`src/rtl/irda_pkg.sv`:
```
// Shared constants for the fishbowl IR link. The transmitter and the receiver both take their
// bit period and payload width from here, so the two ends always agree on the frame format.
package irda_pkg;

  localparam int unsigned IRDA_DIV    = 50;
  localparam int unsigned IRDA_DATA_W = 4;

  localparam logic [1:0] StIdle  = 2'd0;
  localparam logic [1:0] StStart = 2'd1;
  localparam logic [1:0] StData  = 2'd2;
  localparam logic [1:0] StStop  = 2'd3;

endpackage

```
`src/rtl/irda_sync.sv`:
```
// Two-flop synchroniser plus a previous-level flop for an asynchronous input.
// Emits the clean level and a single-cycle rising-edge pulse.
module irda_sync (
  input  logic clk,
  input  logic rst_n,
  input  logic async_in,
  output logic level,
  output logic rise
);

  logic       s1_q, s2_q, prev_q, armed_q;
  logic [1:0] fill_q;

  // A rise only counts once the line has been seen low after reset, so a line that is already
  // high when reset releases does not look like an edge.
  always_ff @(posedge clk or negedge rst_n) begin
    if (!rst_n) begin
      s1_q    <= 1'b0;
      s2_q    <= 1'b0;
      prev_q  <= 1'b0;
      fill_q  <= 2'b00;
      armed_q <= 1'b0;
    end else begin
      s1_q   <= async_in;
      s2_q   <= s1_q;
      prev_q <= s2_q;
      fill_q <= {fill_q[0], 1'b1};
      if (fill_q[1] && !s2_q) begin
        armed_q <= 1'b1;
      end
    end
  end

  assign level = s2_q;
  assign rise  = s2_q & ~prev_q & armed_q;

endmodule

```
`src/rtl/irda_in.sv`:
```
// IR receive front end: finds the start edge, samples each bit at mid-bit, checks the start and
// stop bits and presents the decoded command with a one-cycle valid or error pulse.
module irda_in
  import irda_pkg::*;
#(
  parameter int unsigned DIV    = IRDA_DIV,
  parameter int unsigned DATA_W = IRDA_DATA_W,
  parameter int unsigned CNT_W  = $clog2(DIV)
) (
  input  logic              clk,
  input  logic              rst_n,
  input  logic              Irx,
  output logic [DATA_W-1:0] Oout,
  output logic              Oout_vld,
  output logic              Oerr
);

  localparam int unsigned      Cnt1W   = $clog2(DATA_W + 1);
  localparam logic [CNT_W-1:0] HalfM1  = CNT_W'(DIV / 2 - 1);
  localparam logic [CNT_W-1:0] LastCnt = CNT_W'(DIV - 1);
  localparam logic [Cnt1W-1:0] LastBit = Cnt1W'(DATA_W - 1);

  logic              level, rise;
  logic [1:0]        state_q, state_d;
  logic [CNT_W-1:0]  cnt0_q, cnt0_d;
  logic [Cnt1W-1:0]  cnt1_q, cnt1_d;
  logic [DATA_W-1:0] shift_q, shift_d;
  logic [DATA_W-1:0] out_q, out_d;
  logic              vld_q, vld_d;
  logic              err_q, err_d;

  irda_sync u_sync (
    .clk      (clk),
    .rst_n    (rst_n),
    .async_in (Irx),
    .level    (level),
    .rise     (rise)
  );

  always_comb begin
    state_d = state_q;
    cnt0_d  = cnt0_q;
    cnt1_d  = cnt1_q;
    shift_d = shift_q;
    out_d   = out_q;
    vld_d   = 1'b0;
    err_d   = 1'b0;
    case (state_q)
      StIdle: begin
        if (rise) begin
          state_d = StStart;
          cnt0_d  = '0;
        end
      end
      StStart: begin
        if (cnt0_q == HalfM1) begin
          cnt0_d  = '0;
          cnt1_d  = '0;
          // A start bit that has gone low by mid-bit was a glitch; drop it silently.
          state_d = level ? StData : StIdle;
        end else begin
          cnt0_d = cnt0_q + 1'b1;
        end
      end
      StData: begin
        if (cnt0_q == LastCnt) begin
          cnt0_d  = '0;
          // LSB first: shifting in at the top leaves bit 0 at the bottom after DATA_W samples.
          shift_d = {level, shift_q[DATA_W-1:1]};
          if (cnt1_q == LastBit) begin
            state_d = StStop;
          end else begin
            cnt1_d = cnt1_q + 1'b1;
          end
        end else begin
          cnt0_d = cnt0_q + 1'b1;
        end
      end
      StStop: begin
        if (cnt0_q == LastCnt) begin
          cnt0_d  = '0;
          state_d = StIdle;
          if (!level) begin
            vld_d = 1'b1;
            out_d = shift_q;
          end else begin
            err_d = 1'b1;
          end
        end else begin
          cnt0_d = cnt0_q + 1'b1;
        end
      end
      default: state_d = StIdle;
    endcase
  end

  always_ff @(posedge clk or negedge rst_n) begin
    if (!rst_n) begin
      state_q <= StIdle;
      cnt0_q  <= '0;
      cnt1_q  <= '0;
      shift_q <= '0;
      out_q   <= '0;
      vld_q   <= 1'b0;
      err_q   <= 1'b0;
    end else begin
      state_q <= state_d;
      cnt0_q  <= cnt0_d;
      cnt1_q  <= cnt1_d;
      shift_q <= shift_d;
      out_q   <= out_d;
      vld_q   <= vld_d;
      err_q   <= err_d;
    end
  end

  assign Oout     = out_q;
  assign Oout_vld = vld_q;
  assign Oerr     = err_q;

endmodule

```
`config.mk`:
```
export PLATFORM = sky130hd
export DESIGN_NAME = irda_in
export DESIGN_NICKNAME = d
export VERILOG_FILES = /design/src/rtl/irda_pkg.sv /design/src/rtl/irda_sync.sv /design/src/rtl/irda_in.sv
export SDC_FILE = /design/constraint.sdc
export NUM_CORES = 1
export LEC_CHECK = 0
export CORE_MARGIN = 1
export CORE_UTILIZATION = 55
export DETAILED_ROUTE_END_ITERATION = 16
export GPL_TIMING_DRIVEN = 0
export PLACE_DENSITY = 0.86
export SLEW_MARGIN = 20
export SYNTH_ARGS = -nofsm -noshare
export SYNTH_HDL_FRONTEND = slang
export SYNTH_HIERARCHICAL = 1
export SYNTH_SLANG_ARGS = --single-unit
```
`constraint.sdc`:
```
create_clock -name clk -period 3.87 [get_ports clk]
set_input_delay 0.387 -clock clk [delete_from_list [all_inputs] [get_ports clk]]
set_output_delay 0.387 -clock clk [all_outputs]
set_load 0.005 [all_outputs]
```
==> results of run 1 <==
power breakdown:
| part | internal, mW | total [mW] | switching, mW |
|---|---|---|---|
| Clock | 0.0387 | 0.116 | 0.0776 |
| Combinational | 0.0886 | 0.190 | 0.101 |
| Sequential | 0.322 | 0.371 | 0.0492 |
| Total | 0.450 | 0.678 | 0.228 |
Yosys cell counts, types with 2 or more instances:
cell type | n | area, um^2
a21o_1 | 4 | 30.0
a21oi_1 | 4 | 20.0
a22oi_1 | 2 | 15.0
a31oi_1 | 2 | 12.5
and3_1 | 2 | 12.5
dfrtp_1 | 27 | 676
ha_1 | 5 | 62.6
inv_1 | 6 | 22.5
mux2_2 | 8 | 90.1
nand2_1 | 4 | 15.0
nand3_1 | 3 | 15.0
nor2_1 | 5 | 18.8
nor3_1 | 2 | 10.0
nor4_1 | 2 | 12.5
o21ai_0 | 6 | 30.0
or3_1 | 2 | 12.5
metrics by stage:
stage	util	instance area, um^2	worst slack [ns]
2_1_floorplan	-	1200	2.20
3_3_place_gp	0.655	1310	2.10
3_5_place_dp	0.653	1310	2.06
4_1_cts	0.666	1330	2.02
5_1_grt	0.666	1330	1.93
6_report	0.666	1330	2.03
cell families after synthesis:
family                   after synthesis  synth area share
other                                  1           0.00313
AND/OR/NAND/NOR                       27             0.153
adder cells (fa/ha/maj)                5            0.0522
AO/OA/AOI/OAI                         21             0.113
buffers and inverters                  8            0.0313
multiplexers                           9            0.0836
flip-flops                            27             0.564
registers in the layout, summed over array words and instances (netlist names), named ones only:
register and count:
cnt0_q 6, Oout 4, shift_q 4, cnt1_q 3, u_sync/fill_q 2, Oerr 1
Oout_vld 1, state_q 1, u_sync/armed_q 1, u_sync/level 1, u_sync/prev_q 1, u_sync/s1_q 1
per-layer routing:
| metal | track usage | part of all wire | vias up |
|---|---|---|---|
| li1 | - | - | 381 |
| met1 | 0.268 | 0.44 | 388 |
| met2 | 0.333 | 0.51 | 22 |
| met3 | 0.0283 | 0.038 | 4 |
| met4 | 0.0735 | 0.011 | 0 |
| met5 | 0 | 0 | - |
cell type report:
class	instances	area, um^2
fill	150	668
multi-input combinational	63	484
clock inverter	1	5.00
inverter	6	22.5
tap	27	33.8
timing repair buffer	8	75.1
clock buffer	3	22.5
buffer	2	15.0
sequential	27	676
worst max-delay path: stages (launching register included):
cell and delay (ns):
dfrtp_1 0.46, inv_1 0.08, ha_1 0.15, or4b_4 0.47, o22a_1 0.27, a22oi_1 0.19
o21ai_0 0.11
worst max-delay path by stage:
| stage | from | endpoint | slack (ns) | cells past startpoint |
|---|---|---|---|---|
| finish | cnt0_q[0]$_DFFE_PN0P_ | cnt0_q[5]$_DFFE_PN0P_ | 2.03 | 6 |
| global placement | cnt0_q[2]$_DFFE_PN0P_ | Oout[3]$_DFFE_PN0P_ | 2.10 | 4 |
| floorplan | cnt0_q[0]$_DFFE_PN0P_ | cnt0_q[1]$_DFFE_PN0P_ | 2.20 | 5 |
| global route | cnt0_q[0]$_DFFE_PN0P_ | cnt0_q[5]$_DFFE_PN0P_ | 1.93 | 6 |
| CTS | cnt0_q[0]$_DFFE_PN0P_ | cnt0_q[5]$_DFFE_PN0P_ | 2.02 | 6 |
| detailed placement | cnt0_q[0]$_DFFE_PN0P_ | cnt0_q[5]$_DFFE_PN0P_ | 2.06 | 6 |
==> impl_metrics.toml, run 1 <==
[outcome]
status = "completed"

[global_route]
grt_max_degree = 28
grt_overflow = 0
antenna_found_initial = 0
grt_pass1_wl_um = 3650
track_usage = 0.201
grt_pass1_vias = 822

[sta]
clock.fmax_mhz = 543
hold_viol = 0
worstMarginPinSlew_ns = 0.734
rsz0062_at_grt = "no"
hold_slack_ns = 0.0356
fin_crit_sh = 0.476
finalCriticalPeriod_ns = 1.84
setup_viol = 0
drv_slew = 0
finClkSkew_ns = 0.00383
relSlewSlack = 0.507
setup-tns-final_ns = 0

[clock_network]
root_buffer = "clkbuf_4"
clkLatencyLatePin_ns = 0.31
cts_tree = "done"
clkTransAtPathRegs_ns = 0.14
holdBufCountCts = 0
cts_buffer_depth = 2
cts-buffers-inserted = 3
cts_sinks = 27
ctsResizeCount = 0
post_cts_buffers = 0
cts.htree.levels = 1

[die]
initial_core_util = 0.598
die_h_um = 48.7
io_pins = 9
core_mm2 = 0.00200
rows = 16
die_width_um = 48.7
die_area_mm2 = 0.00237

[layout]
syn_to_final_growth_pct = 11.4
mostFrequentLayoutCells = "dfrtp_1, mux2_2, clkdlybuf4s50_1"
mostFrequentLayoutCell = "dfrtp_1"
n_antenna_cell = 0
final_cells = 137
nets = 119
layout-drive-gt1-share = 0.173

[drt]
drtIter0Drc = 13
drc_errors = 0
wl_um = 1930
detail_route.wl_per_cell_um = 14.1
num_vias = 795
dr.pass1.iters = 4
via_per_inst = 5.80
ant_nets = 0

[power_and_ir_drop]
p_per_area_mw_per_mm2 = 508
power.total_uw = 678
vdd_drop_max_mv = 0.302
leakage_nw = 0.635

[yosys]
syn_area_mm2 = 0.00120
avgSynthCellArea_um2 = 12.2
synthesis.nets = 106
synth_edf_count = 0
ys_dominant_reg_cell = "dfrtp_1"
yosys_warnings = 6
ys_seq_area_frac = 0.564
synth.distinct_cells = 30
async_reset_ff_frac = 1.00
synthCells = 98
ys_seq_elements = 27

[worst_setup_path]
crit_arrival_ns = 2.05
end_kind = "register"
crit_type = "register to register"
start_kind = "register"
reg2reg_depth = 6
reg2reg_slack_ns = 2.03
worstPathRequired_ns = 4.08
reg2reg_to = "cnt0_q[5]$_DFFE_PN0P_"
worstPathMaxFanout = 6
rr_startpoint = "cnt0_q[0]$_DFFE_PN0P_"

[place]
finalWeightedCongestion = 0.752
dp.cells = 133
port_buffers = 8
dp_hpwl_um = 1360

[hold_path]
hp-class = "input pin to async pin"

[run]
maxCapViolations = 0
Note: power is estimated with default switching activity, not from simulation.
==> run 2: changes to the inputs <==
==> constraint.sdc (replaced) <==
create_clock -name clk -period 1.9 [get_ports clk]
set_input_delay 0.19 -clock clk [delete_from_list [all_inputs] [get_ports clk]]
set_output_delay 0.19 -clock clk [all_outputs]
set_load 0.005 [all_outputs]
==> impl_metrics.toml, run 2 (synthesis results as in run 1) <==
[outcome]
status = "completed"

[sta]
hold_viol = 0
finClkSkew_ns = 0.00321
setup_viol = 0
relSlewSlack = 0.517
fin_crit_sh = 0.958
drv_slew = 0
worstMarginPinSlew_ns = 0.719
setup-tns-final_ns = 0
clock.fmax_mhz = 549
finalCriticalPeriod_ns = 1.82

[clock_network]
cts_tree = "done"
root_buffer = "clkbuf_4"
cts_sinks = 27
clkLatencyLatePin_ns = 0.32
cts.htree.levels = 1
clkTransAtPathRegs_ns = 0.14
post_cts_buffers = 0
cts_buffer_depth = 2
cts-buffers-inserted = 3

[global_route]
grt_max_degree = 28
grt_pass1_vias = 822
grt_overflow = 0
track_usage = 0.201
antenna_found_initial = 0
grt_pass1_wl_um = 3650

[drt]
wl_um = 1950
num_vias = 811
drc_errors = 0
detail_route.wl_per_cell_um = 14.1
dr.pass1.iters = 4
drtIter0Drc = 11
ant_nets = 0
via_per_inst = 5.88

[place]
port_buffers = 8
finalWeightedCongestion = 0.752
dp_hpwl_um = 1360
place_area_mm2 = 0.00131

[die]
die_width_um = 48.7
rows = 16
die_area_mm2 = 0.00237
initial_core_util = 0.598
core_mm2 = 0.00200
io_pins = 9
die_h_um = 48.7

[layout]
syn_to_final_growth_pct = 13.3
largest_reg_flops = 6
mostFrequentLayoutCells = "dfrtp_1, mux2_2, clkdlybuf4s50_1"
mostFrequentLayoutCell = "dfrtp_1"
layout-drive-gt1-share = 0.198
n_antenna_cell = 0
nFillCells = 151
nets = 120
final_area_mm2 = 0.00136
largest_register = "cnt0_q"

[worst_setup_path]
crit_arrival_ns = 2.04
start_kind = "register"
crit_type = "register to register"
end_kind = "register"
reg2reg_slack_ns = 0.08
rr_startpoint = "cnt0_q[2]$_DFFE_PN0P_"
worstPathRequired_ns = 2.12
reg2reg_to = "Oout[1]$_DFFE_PN0P_"
reg2reg_depth = 4
worstPathMaxFanout = 9

[hold_path]
hold_depth = 1
min_to = "u_sync/s1_q$_DFF_PN0_"
hold_start = "Irx"
hp-class = "input pin to register"

[power_and_ir_drop]
p_per_area_mw_per_mm2 = 1030
vdd_drop_max_mv = 0.618
leakage_nw = 0.639
internal_power_uw = 930
power_frac_seq = 0.543
p_comb_frac = 0.288
p_sw_frac = 0.337
p_clk_frac = 0.169
switchingPower_uw = 473

[run]
maxCapViolations = 0
run 2: changes by cell type in the layout (fill, tap and decap cells not counted):
cell	delta
dlygate4sd3_1	+1
nor2_1	-1
dfrtp_2	+1
dfrtp_1	-1
o22a_4	+1
nor2_2	+1
o22a_1	-1
run 2: stage by stage:
stage / std cells / setup WS (ns) / power [mW] / hold WS (ns) / util
6_report: 138 / 0.0796 / 1.40 / 0.299 / 0.678
5_1_grt: 138 / -0.00627 / 1.51 / 0.286 / 0.678
4_1_cts: 138 / 0.0539 / 1.39 / 0.296 / 0.671
3_5_place_dp: 133 / 0.0947 / 1.14 / 0.214 / 0.653
3_3_place_gp: 133 / 0.127 / 1.12 / 0.332 / 0.655
2_1_floorplan: 98 / 0.231 / 1.05 / -0.106 / -
run 2: repair_timing:
action                     in CTS  in global routing
gates resized for setup         0                  4
hold buffers                    1                  0
hold endpoints to repair       27                  0
setup endpoints to repair       0                 10
run 2: layout make-up:
cell class	instances	area (um^2)	share of cell area
Multi-Input combinational cell	63	495	0.365
Buffer	2	15.0	0.0111
Tap cell	27	33.8	0.0249
Clock inverter	1	5.00	0.00369
Timing Repair Buffer	9	85.1	0.0627
Clock buffer	3	22.5	0.0166
Sequential cell	27	677	0.499
Inverter	6	22.5	0.0166
run 2: power by group through the flow:
stage | Sequential (mW) | Combinational [mW] | Clock (mW)
floorplan | 0.739 | 0.312 | 0
global placement | 0.757 | 0.360 | 0
detailed placement | 0.763 | 0.378 | 0
CTS | 0.752 | 0.388 | 0.246
global route | 0.776 | 0.463 | 0.274
finish | 0.761 | 0.404 | 0.237
run 2: how the worst max path moves through the flow:
stage,from,end,slack [ns],cells past startpoint
2_1_floorplan,cnt0_q[0]$_DFFE_PN0P_,cnt0_q[1]$_DFFE_PN0P_,0.23,5
3_3_place_gp,cnt0_q[2]$_DFFE_PN0P_,Oout[3]$_DFFE_PN0P_,0.13,4
3_5_place_dp,cnt0_q[0]$_DFFE_PN0P_,cnt0_q[5]$_DFFE_PN0P_,0.09,6
4_1_cts,cnt0_q[0]$_DFFE_PN0P_,cnt0_q[5]$_DFFE_PN0P_,0.05,6
5_1_grt,cnt0_q[2]$_DFFE_PN0P_,Oout[1]$_DFFE_PN0P_,-0.006,4
6_report,cnt0_q[2]$_DFFE_PN0P_,Oout[1]$_DFFE_PN0P_,0.08,4
run 2: metal layers:
layer / routed length, um / vias up / share of wire / global-route usage
met5: 0 / - / 0 / 0
met4: 14 / 0 / 0.0072 / 0.0735
met3: 65 / 2 / 0.033 / 0.0283
met2: 1010 / 17 / 0.52 / 0.333
met1: 857 / 406 / 0.44 / 0.268
li1: - / 386 / - / -
run 2: worst max-delay path, stage by stage, from the launching register on:
cell	delay (ns)
dfrtp_2	0.48
and4bb_2	0.36
nand3_4	0.16
nor3b_4	0.34
mux2_2	0.38
==> run 3: changes to the inputs <==
--- a/config.mk
+++ b/config.mk
@@ -5,11 +5,11 @@
 export SDC_FILE = /design/constraint.sdc
 export NUM_CORES = 1
 export LEC_CHECK = 0
-export CORE_MARGIN = 1
-export CORE_UTILIZATION = 55
+export CORE_MARGIN = 4
+export CORE_UTILIZATION = 50
 export DETAILED_ROUTE_END_ITERATION = 16
 export GPL_TIMING_DRIVEN = 0
-export PLACE_DENSITY = 0.86
+export PLACE_DENSITY = 0.8
 export SLEW_MARGIN = 20
 export SYNTH_ARGS = -nofsm -noshare
 export SYNTH_HDL_FRONTEND = slang
==> impl_metrics.toml, run 3 (synthesis results as in run 1) <==
[drt]
ant_nets = 0
via_per_inst = 5.66
drc_errors = 0
num_vias = 787
drtIter0Drc = 16
dr.pass1.iters = 4
detail_route.wl_per_cell_um = 13.8
wl_um = 1930

[die]
core_mm2 = 0.00225
rows = 17
io_pins = 9
die_h_um = 56.9
initial_core_util = 0.531
die_width_um = 56.9
die_area_mm2 = 0.00324

[layout]
mostFrequentLayoutCells = "dfrtp_1, mux2_2, clkdlybuf4s50_1"
nFillCells = 195
postLayoutCoreUtil = 0.598
largest_register = "cnt0_q"
syn_to_final_growth_pct = 12.6
nets = 120
layout-drive-gt1-share = 0.189
largest_reg_flops = 6
mostFrequentLayoutCell = "dfrtp_1"
final_cells = 139
n_antenna_cell = 0

[global_route]
grt_overflow = 0
antenna_found_initial = 0
grt_pass1_wl_um = 3440
grt_max_degree = 28
grt_pass1_vias = 785
track_usage = 0.137

[sta]
worstMarginPinSlew_ns = 0.629
rsz0062_at_grt = "no"
drv_slew = 0
finalCriticalPeriod_ns = 1.81
relSlewSlack = 0.578
fin_crit_sh = 0.951
finClkSkew_ns = 0.00183
setup-tns-final_ns = 0
hold_viol = 0
clock.fmax_mhz = 554
setup_viol = 0

[power_and_ir_drop]
vdd_drop_max_mv = 0.709
leakage_nw = 0.638
p_per_area_mw_per_mm2 = 1030

[place]
dp.cells = 134
dp_hpwl_um = 1390
finalWeightedCongestion = 0.810
port_buffers = 8

[clock_network]
clkTransAtPathRegs_ns = 0.14
root_buffer = "clkbuf_4"
cts.htree.levels = 1
cts_tree = "done"
cts_sinks = 27
cts_buffer_depth = 2
clkLatencyLatePin_ns = 0.32
cts-buffers-inserted = 3

[worst_setup_path]
start_kind = "register"
crit_type = "register to register"
worstPathRequired_ns = 2.13
end_kind = "register"
crit_arrival_ns = 2.03
worstPathMaxFanout = 9

[hold_path]
hp-class = "input pin to register"

[outcome]
status = "completed"

[run]
maxCapViolations = 0
[run 3: cell types whose count changed in the layout (fill, tap and decap cells not counted)]
cell and change:
o22a_4 -1, o22a_1 +1
[run 3: per-layer routing]
| metal | vias up | global-route usage | part of all wire | wire length [um] |
|---|---|---|---|---|
| met5 | - | 0 | 0 | 0 |
| met4 | 0 | 0.0695 | 0.020 | 39 |
| met3 | 4 | 0.0226 | 0.034 | 66 |
| met2 | 11 | 0.227 | 0.51 | 978 |
| met1 | 388 | 0.172 | 0.44 | 841 |
| li1 | 384 | - | - | - |
[run 3: cell type report]
cell class | instances | area [um^2] | share of cell area
buffer | 2 | 15.0 | 0.0111
clock buffer | 3 | 22.5 | 0.0167
clock inverter | 1 | 5.00 | 0.00371
inverter | 6 | 22.5 | 0.0167
multi-input combinational | 63 | 487 | 0.361
sequential | 27 | 677 | 0.502
tap | 28 | 35.0 | 0.0260
timing repair buffer | 9 | 85.1 | 0.0631
[run 3: worst paths after layout]
path / from / to / slack [ns] / cells after the start
worst max-delay path: cnt0_q[2]$_DFFE_PN0P_ / Oout[0]$_DFFE_PN0P_ / 0.09 / 4
worst min-delay path: Irx / u_sync/s1_q$_DFF_PN0_ / 0.28 / 1
worst max register to register: cnt0_q[2]$_DFFE_PN0P_ / Oout[0]$_DFFE_PN0P_ / 0.09 / 4
worst min register to register: u_sync/s1_q$_DFF_PN0_ / u_sync/level$_DFF_PN0_ / 0.37 / 0
max in group asynchronous: rst_n / cnt0_q[0]$_DFFE_PN0P_ / 1.12 / 2
min in group asynchronous: rst_n / cnt0_q[3]$_DFFE_PN0P_ / 0.37 / 2
[run 3: stage by stage]
| stage | area, um^2 | setup slack, ns | power (mW) | hold slack (ns) |
|---|---|---|---|---|
| floorplan | 1200 | 0.231 | 1.05 | -0.106 |
| global placement | 1310 | 0.128 | 1.12 | 0.332 |
| detailed placement | 1310 | 0.118 | 1.14 | 0.228 |
| CTS | 1350 | 0.0927 | 1.39 | 0.269 |
| global route | 1350 | 0.00280 | 1.50 | 0.265 |
| finish | 1350 | 0.0939 | 1.38 | 0.284 |
[run 3: worst max-delay path, cell delays in order (launching register included)]
cell	delay, ns
dfrtp_1	0.49
and4bb_2	0.38
nand3_4	0.14
nor3b_4	0.32
mux2_2	0.38
[run 3: power by group]
group | internal (mW) | switching (mW) | leakage (nW)
clock network | 0.0790 | 0.165 | 0.0177
logic | 0.182 | 0.202 | 0.276
registers | 0.659 | 0.0950 | 0.344
total | 0.920 | 0.463 | 0.638
[run 3: what timing repair did]
item,4_1_cts,5_1_grt
endpoints found under the setup margin,0,3
hold buffers,1,0
resized for setup,0,2
endpoints found under the hold margin,27,0
buffers inserted,0,0
